`config.mk`:
```
export PLATFORM = sky130hd
export DESIGN_NAME = dsp_macc_vec_p
export DESIGN_NICKNAME = d
export VERILOG_FILES = /design/src/rtl/dsp_macc_vec_p.sv
export SDC_FILE = /design/constraint.sdc
export NUM_CORES = 1
export LEC_CHECK = 0
export CAP_MARGIN = 15
export CORE_MARGIN = 2
export CORE_UTILIZATION = 59
export DETAILED_ROUTE_END_ITERATION = 7
export GPL_TIMING_DRIVEN = 0
export PLACE_DENSITY_LB_ADDON = 0.05
export SYNTH_ARGS = -nofsm -noshare
export SYNTH_HDL_FRONTEND = slang
export SYNTH_SLANG_ARGS = --single-unit
```
`constraint.sdc`:
```
create_clock -name CLK_IN -period 18.95 [get_ports CLK_IN]
set_input_delay 3.79 -clock CLK_IN [delete_from_list [all_inputs] [get_ports CLK_IN]]
set_output_delay 3.79 -clock CLK_IN [all_outputs]
set_load 0.01 [all_outputs]
```
`src/rtl/dsp_macc_vec_p.sv`:
```
// Vector multiply-accumulate for fit scalar products: sum(coef*hit) plus a shifted
// intercept, with round-half-up and optional saturation of the final result.
module dsp_macc_vec_p #(
    parameter int AW       = 18,
    parameter int BW       = 16,
    parameter int CW       = 18,
    parameter int CSHIFT   = 18,
    parameter int ACCW     = 48,
    parameter int OUT_LSB  = 17,
    parameter int OUTW     = 15,
    parameter int TW       = 4,
    parameter bit SATURATE = 1'b1
) (
    input  logic            CLK_IN,
    input  logic            RST_IN,
    input  logic            CE_IN,
    input  logic            VALID_IN,
    input  logic            FIRST_IN,
    input  logic            LAST_IN,
    input  logic [AW-1:0]   A_IN,
    input  logic [BW-1:0]   B_IN,
    input  logic [CW-1:0]   C_IN,
    output logic            VALID_OUT,
    output logic [OUTW-1:0] P_OUT,
    output logic            OVERFLOW,
    output logic [TW-1:0]   TERMS_OUT,
    output logic            ERR_SEQ
);
    localparam int PW = AW + BW;

    typedef enum logic {IDLE, ACCUM} state_t;

    state_t state;

    logic                   s1_valid, s1_first, s1_last;
    logic signed [AW-1:0]   s1_a;
    logic signed [BW-1:0]   s1_b;
    logic signed [CW-1:0]   s1_c;

    logic                   s2_valid, s2_first, s2_last;
    logic signed [PW-1:0]   s2_prod;
    logic signed [CW-1:0]   s2_c;

    logic                   s3_done;
    logic signed [ACCW-1:0] s3_acc;
    logic [TW-1:0]          s3_terms;

    logic signed [ACCW-1:0] c_ext, prod_ext, acc_rnd, r_full;
    logic                   r_ovf;
    logic [OUTW-1:0]        r_out;

    always_ff @(posedge CLK_IN or posedge RST_IN) begin
        if (RST_IN) begin
            state   <= IDLE;
            ERR_SEQ <= 1'b0;
        end else if (CE_IN) begin
            ERR_SEQ <= 1'b0;
            if (VALID_IN) begin
                case (state)
                    IDLE: begin
                        if (!FIRST_IN)
                            ERR_SEQ <= 1'b1;
                        else if (!LAST_IN)
                            state <= ACCUM;
                    end
                    ACCUM: begin
                        if (FIRST_IN)
                            ERR_SEQ <= 1'b1;
                        if (LAST_IN)
                            state <= IDLE;
                    end
                    default: state <= IDLE;
                endcase
            end
        end
    end

    // Beats without FIRST while idle are dropped here; a FIRST inside an open
    // vector simply restarts the accumulator downstream, so no result escapes.
    always_ff @(posedge CLK_IN or posedge RST_IN) begin
        if (RST_IN) begin
            s1_valid <= 1'b0;
            s1_first <= 1'b0;
            s1_last  <= 1'b0;
            s1_a     <= '0;
            s1_b     <= '0;
            s1_c     <= '0;
        end else if (CE_IN) begin
            s1_valid <= VALID_IN & (FIRST_IN | (state == ACCUM));
            s1_first <= FIRST_IN;
            s1_last  <= LAST_IN;
            s1_a     <= A_IN;
            s1_b     <= B_IN;
            s1_c     <= C_IN;
        end
    end

    always_ff @(posedge CLK_IN or posedge RST_IN) begin
        if (RST_IN) begin
            s2_valid <= 1'b0;
            s2_first <= 1'b0;
            s2_last  <= 1'b0;
            s2_prod  <= '0;
            s2_c     <= '0;
        end else if (CE_IN) begin
            s2_valid <= s1_valid;
            s2_first <= s1_first;
            s2_last  <= s1_last;
            s2_prod  <= s1_a * s1_b;
            s2_c     <= s1_c;
        end
    end

    assign c_ext    = ACCW'(s2_c) <<< CSHIFT;
    assign prod_ext = ACCW'(s2_prod);

    always_ff @(posedge CLK_IN or posedge RST_IN) begin
        if (RST_IN) begin
            s3_done  <= 1'b0;
            s3_acc   <= '0;
            s3_terms <= '0;
        end else if (CE_IN) begin
            s3_done <= s2_valid & s2_last;
            if (s2_valid) begin
                if (s2_first) begin
                    s3_acc   <= c_ext + prod_ext;
                    s3_terms <= TW'(1);
                end else begin
                    s3_acc <= s3_acc + prod_ext;
                    if (s3_terms != {TW{1'b1}})
                        s3_terms <= s3_terms + TW'(1);
                end
            end
        end
    end

    // Overflow means the bits above the result's sign bit are not all copies of it.
    assign acc_rnd = s3_acc + (ACCW'(1) << (OUT_LSB - 1));
    assign r_full  = acc_rnd >>> OUT_LSB;
    assign r_ovf   = !((&r_full[ACCW-1:OUTW-1]) || !(|r_full[ACCW-1:OUTW-1]));

    always_comb begin
        r_out = r_full[OUTW-1:0];
        if (SATURATE && r_ovf)
            r_out = r_full[ACCW-1] ? {1'b1, {(OUTW-1){1'b0}}} : {1'b0, {(OUTW-1){1'b1}}};
    end

    always_ff @(posedge CLK_IN or posedge RST_IN) begin
        if (RST_IN) begin
            VALID_OUT <= 1'b0;
            P_OUT     <= '0;
            OVERFLOW  <= 1'b0;
            TERMS_OUT <= '0;
        end else if (CE_IN) begin
            VALID_OUT <= s3_done;
            if (s3_done) begin
                P_OUT     <= r_out;
                OVERFLOW  <= r_ovf;
                TERMS_OUT <= s3_terms;
            end
        end
    end
endmodule

```
==> results of run 1 <==
-- Yosys cell counts (4+ instances only) --
library cell and number:
o22ai_1 5, nor3_1 20, a21o_1 40, buf_1 8, xor2_1 42, nand3b_1 5
nor3b_1 4, o22a_1 15, a41oi_1 4, o21bai_1 16, o21ai_1 18, nand2_1 237
and3_1 14, o21ai_0 87, clkbuf_1 83, inv_1 361, fa_1 292, nor2b_1 11
o211ai_1 12, o31ai_1 7, a211oi_1 10, and2_1 146, o21a_1 14, dfrtp_1 186
o31a_1 4, ha_1 154, a21oi_1 113, mux2i_1 11, nand3_1 32, xnor2_1 71
nand4_1 14, mux2_2 104, nor2_1 98, and4_1 7, a31oi_1 19, nand2b_1 18
-- critical path: cells and delay by family (launching register included) --
family	cells	cell delay [ns]
compound gates	7	1.77
flops	1	0.33
buf+inv	5	1.23
fa+ha+maj	7	3.51
simple gates	3	0.52
xor+xnor	1	0.21
-- sequential cells by signal, summed over array words and instances (netlist names), 4 cells and up --
signal and flops:
s3_acc 48, s2_prod 34, s1_a 18, s1_c 18, s2_c 18, s1_b 16, P_OUT 15, TERMS_OUT 4
s3_terms 4
-- cell type report --
| class | instances | share of cell area [%] |
|---|---|---|
| clock buffer | 17 | 1.764 |
| antenna | 1 | 0.01037 |
| tap | 468 | 2.428 |
| sequential | 186 | 19.30 |
| multi-input combinational | 1700 | 65.01 |
| inverter | 361 | 5.649 |
| clock inverter | 15 | 0.8663 |
| timing repair buffer | 80 | 3.392 |
| buffer | 97 | 1.587 |
-- worst paths after layout --
path	end	depth (start not counted)	slack, ns
setup / recovery	s2_prod[30]$_DFFE_PP0P_	23	11.22
hold / removal	s3_acc[5]$_DFFE_PP0P_	2	0.50
setup reg to reg	s2_prod[30]$_DFFE_PP0P_	23	11.22
hold reg to reg	s3_acc[5]$_DFFE_PP0P_	2	0.50
max in group asynchronous	s1_b[11]$_DFFE_PP0P_	3	14.19
min in group asynchronous	s1_c[16]$_DFFE_PP0P_	2	3.74
-- cell families after synthesis --
group / count (synthesis) / share of synthesized area (%)
flops: 186 / 21.09
compound gates: 395 / 11.25
fa+ha+maj: 446 / 35.21
mux: 115 / 5.805
simple gates: 631 / 14.29
xor+xnor: 113 / 4.484
buf+inv: 458 / 7.874
-- per-layer routing --
metal	up-vias	global-route usage [%]	routed length, um
met1	8676	44.78	25840
li1	7831	-	-
met3	109	6.420	4260
met5	-	0	0
met4	0	11.06	1850
met2	562	51.62	27170
-- stage by stage --
step | worst slack [ns] | util, % | instances | hold slack (ns)
after floorplan | 10.10 | - | 2344 | 0.4460
after global placement | 7.496 | 63.90 | 2891 | 0.4625
after detailed placement | 11.42 | 63.99 | 2892 | 0.4794
after CTS | 11.34 | 65.72 | 2924 | 0.4986
after global routing | 10.89 | 65.72 | 2924 | 0.5199
final | 11.22 | 65.73 | 2925 | 0.4973
==> flow_summary.yaml, run 1 <==
status:
  status: "complete, no violations"
sta:
  max-slew-margin-rel_pct: 35.62
  finalCriticalPeriod_ns: 7.725
  clock_skew_ns: 0.01496
  tns_ns: 0
  setup_viol: 0
  period_share_pct: 40.77
  fmax_mhz: 129.4
  drv_slew: 0
  hold_viol_final: 0
  rsz0062_at_grt: "no"
  worst_pin_slew_ns: 0.9552
cts:
  post_cts_buffers: 0
  cts_tree: "built"
  cts-resized-gates: 0
  clk_pin_slew_worst_paths_ns: 0.08
  cts.sinks: 186
  numCtsBuffers: 17
  cts-root-buf: "clkbuf_16"
  clk_latency_ns: 0.47
  holdBufCountCts: 0
  clockBufferDepth: 2
  h-tree-depth: 4
yosys:
  ys_ff_latch: 186
  async_flop_share_pct: 100.0
  syn_area_um2: 22070
  ys_seq_area_share_pct: 21.09
  synth_edf_count: 0
  yosysWarnings: 0
  synth_area_leader_cell: "fa_1"
  synthTopCellsByArea: "fa_1 (26%), dfrtp_1 (21%), ha_1 (8.7%)"
  syn-num-nets: 2848
  postSynthCellCount: 2344
  ys.flop_type: "dfrtp_1"
  synth_top_cell_area_share_pct: 26.48
  syn_area_per_cell_um2: 9.417
  yosysUniqueCellTypes: 77
floorplan:
  die-area_um2: 38970
  initial_core_util_pct: 60.15
  coreArea_um2: 36700
  die_width_um: 197.4
  num_io_pins: 80
  fp-row-count: 70
  die_height_um: 197.4
routing:
  drc: 0
  route.vias.total: 17180
  first_iter_violations: 1199
  wire_per_inst_um: 20.21
  drt-total-wl_mm: 59.13
  postRouteAntennaNets: 0
  vias_per_cell: 5.873
  first_pass_iters: 5
placed_design:
  placed_area_um2: 23480
  gp_congestion: 0.9382
  portBuffers: 79
  dp_hpwl_mm: 47.41
global_routing:
  overflow: 0
  antenna_found_initial: 2
  grt_max_degree: 124
  grt_pass1_wl_mm: 95.99
  track_usage_pct: 32.47
  grt_pass1_vias: 17930
cells_and_area:
  area_delta_synth_final_pct: 9.279
  nFillCells: 3115
  regArea_um2: 4654
  layout-drive-gt1-share_pct: 6.637
  layout_commonest_cell: "inv_1"
  multi_input_comb_area_um2: 15680
  design_area_um2: 24120
  most-common-layout-cells: "inv_1 (360), fa_1 (292), nand2_1 (237), dfrtp_1 (186), ha_1 (154)"
  final_nets: 2947
setup_path:
  r2r_start: "s1_b[3]$_DFFE_PP0P_"
  end_kind: "register"
  arrival_ns: 8.04
  critPathRequiredTime_ns: 19.26
  crit_path_start: "s1_b[3]$_DFFE_PP0P_"
  path_class: "register to register"
  critical-path-max-stage-delay_ns: 0.61
  crit_path_max_fanout: 10
  slowest_stage: "fa_1"
  crit_path_start_kind: "register"
  cp_cell_sequence: "clkbuf_1, clkbuf_1, nand2_1, fa_1, fa_1, fa_1, inv_1, fa_1, fa_1, inv_1, fa_1, inv_1, ha_1, a21o_1, a21o_1, a221o_1, a31oi_1, a31oi_1, nand4_1, nand4b_1, o31ai_1, xor2_1, a21oi_1"
  crit_top_cell: "fa_1"
min_path:
  hp-class: "register to register"
  hp-start: "s3_acc[5]$_DFFE_PP0P_"
run:
  maxCapViolations: 0
Power of run 1 is left out: the tool's default activity adds up to more than one toggle a clock period on the data nets, which glitch-free logic cannot reach.
==> run 2, diff against run 1 <==
Settings changed: CORE_UTILIZATION 59 to 58.
Clock period 18.95 ns to 6.8 ns, I/O delays scaled along.
==> run 2 against run 1 <==
Net effect: cell count up 2.2%; wire length up 3.0%; setup slack worse by 11 ns; clock-buffer cell count unchanged; sequential share of layout area down 0.28 points; clock skew down 0.0025 ns; register-to-register slack worse by 11 ns; flip-flop and latch count unchanged; global-route usage up 0.44 points; die area up 1.7%; critical path depth down 3; largest cell class unchanged.
==> flow_summary.yaml, run 2 (synthesis gave the netlist of run 1 again) <==
cells_and_area:
  area_delta_synth_final_pct: 11.92
  most-common-layout-cells: "inv_1 (359), fa_1 (290), nand2_1 (237), dfrtp_1 (154), ha_1 (148)"
  layout_commonest_cell: "inv_1"
  final_nets: 2971
  largest-register: "s3_acc"
  layout-drive-gt1-share_pct: 11.34
  final_cells: 2990
  largest_reg_flops: 48
  final_util_pct: 65.74
  diodes: 0
  top_regs: "s3_acc x48, s2_prod x34"
cts:
  cts_tree: "built"
  clk_pin_slew_worst_paths_ns: 0.07
  cts.sinks: 186
  cts-root-buf: "clkbuf_16"
  clockBufferDepth: 2
  h-tree-depth: 4
  clk_latency_ns: 0.50
  numCtsBuffers: 17
global_routing:
  antenna_found_initial: 1
  overflow: 0
  grt_pass1_wl_mm: 97.76
  grt_max_degree: 120
  track_usage_pct: 32.91
  grt_pass1_vias: 18090
routing:
  first_iter_violations: 1082
  postRouteAntennaNets: 0
  drt-total-wl_mm: 60.90
  wire_per_inst_um: 20.37
  route.vias.total: 17330
  first_pass_iters: 5
  drc: 0
  vias_per_cell: 5.795
run:
  maxCapViolations: 0
sta:
  timing.final.ws_setup_ns: 0.1972
  clock_skew_ns: 0.01247
  worst_pin_slew_ns: 1.055
  holdWs_ns: 0.4962
  fmax_mhz: 151.5
  hold_viol_final: 0
  max-slew-margin-rel_pct: 29.63
  finalCriticalPeriod_ns: 6.603
  setup_viol: 0
  period_share_pct: 97.10
  drv_slew: 0
floorplan:
  die_width_um: 199.1
  die_height_um: 199.1
  fp-row-count: 71
  num_io_pins: 80
  die-area_um2: 39630
  initial_core_util_pct: 58.74
  coreArea_um2: 37580
setup_path:
  arrival_ns: 6.98
  crit_path_max_fanout: 10
  end_kind: "register"
  path_class: "register to register"
  crit_path_start_kind: "register"
  critPathRequiredTime_ns: 7.18
status:
  status: "complete, no violations"
placed_design:
  gp_congestion: 0.9816
  pre_cts_slack_ns: -0.8932
  portBuffers: 79
  placed_cells: 2935
  dp_hpwl_mm: 47.70
min_path:
  hp-class: "register to register"
-- run 2: changes by cell type in the layout (fill, tap and decap cells not counted), sizes merged, moves of 2 or more --
cell	change
buf	+49
bufinv	+3
clkbuf	-25
clkinv	-6
clkinvlp	+4
inv	-2
-- run 2: cell type report --
class,instances,area (um^2)
clock buffer,17,425.4
timing repair buffer,115,1097
clock inverter,14,183.9
buffer,86,470.5
fill,3113,12870
inverter,361,1363
multi-input combinational,1700,15830
sequential,186,4697
tap,511,639.4
-- run 2: repair_timing --
item | in CTS | in global routing
hold buffers | 0 | 0
pin swaps | 2 | 10
resized for setup | 83 | 64
endpoints found under the setup margin | 16 | 9
setup buffers | 3 | 31
-- run 2: routing by layer --
layer	share of wire (%)	routed length [um]	up-vias	GRT usage [%]
met5	0	0	-	0
met4	3.6	2179	0	12.47
met3	7.0	4254	124	5.030
met2	45	27490	576	51.90
met1	44	26980	8770	46.12
li1	-	-	7858	-
-- run 2: worst max-delay path: stages, from the launching register on --
cell and delay, ns:
dfrtp_2 0.51, buf_2 0.31, nand2_1 0.13, fa_1 0.58, fa_1 0.48, fa_1 0.53
inv_1 0.05, fa_1 0.47, fa_1 0.54, inv_1 0.06, fa_1 0.53, inv_1 0.04
ha_1 0.29, a2111oi_2 0.36, and3_1 0.19, o21a_2 0.22, nor4_4 0.07, o31a_1 0.38
a41oi_1 0.31, xnor2_1 0.16, mux2_2 0.28
-- run 2: final timing paths --
check,end,cells past startpoint,start,slack (ns)
worst max register to register,s2_prod[31]$_DFFE_PP0P_,20,s1_a[13]$_DFFE_PP0P_,0.20
worst min register to register,s3_acc[6]$_DFFE_PP0P_,2,s3_acc[6]$_DFFE_PP0P_,0.50
worst min-delay path,s3_acc[6]$_DFFE_PP0P_,2,s3_acc[6]$_DFFE_PP0P_,0.50
min in group asynchronous,s1_c[13]$_DFFE_PP0P_,2,RST_IN,1.30
worst max-delay path,s2_prod[31]$_DFFE_PP0P_,20,s1_a[13]$_DFFE_PP0P_,0.20
max in group asynchronous,s1_b[3]$_DFFE_PP0P_,3,RST_IN,4.41
-- run 2: stage by stage --
step | setup TNS (ns) | instance area (um^2)
2_1_floorplan | 0 | 22070
3_3_place_gp | -430.32 | 23500
3_5_place_dp | -8.544 | 23540
4_1_cts | 0 | 24290
5_1_grt | -0.08711 | 24700
6_report | 0 | 24700
Power of run 2 is left out for the same reason.
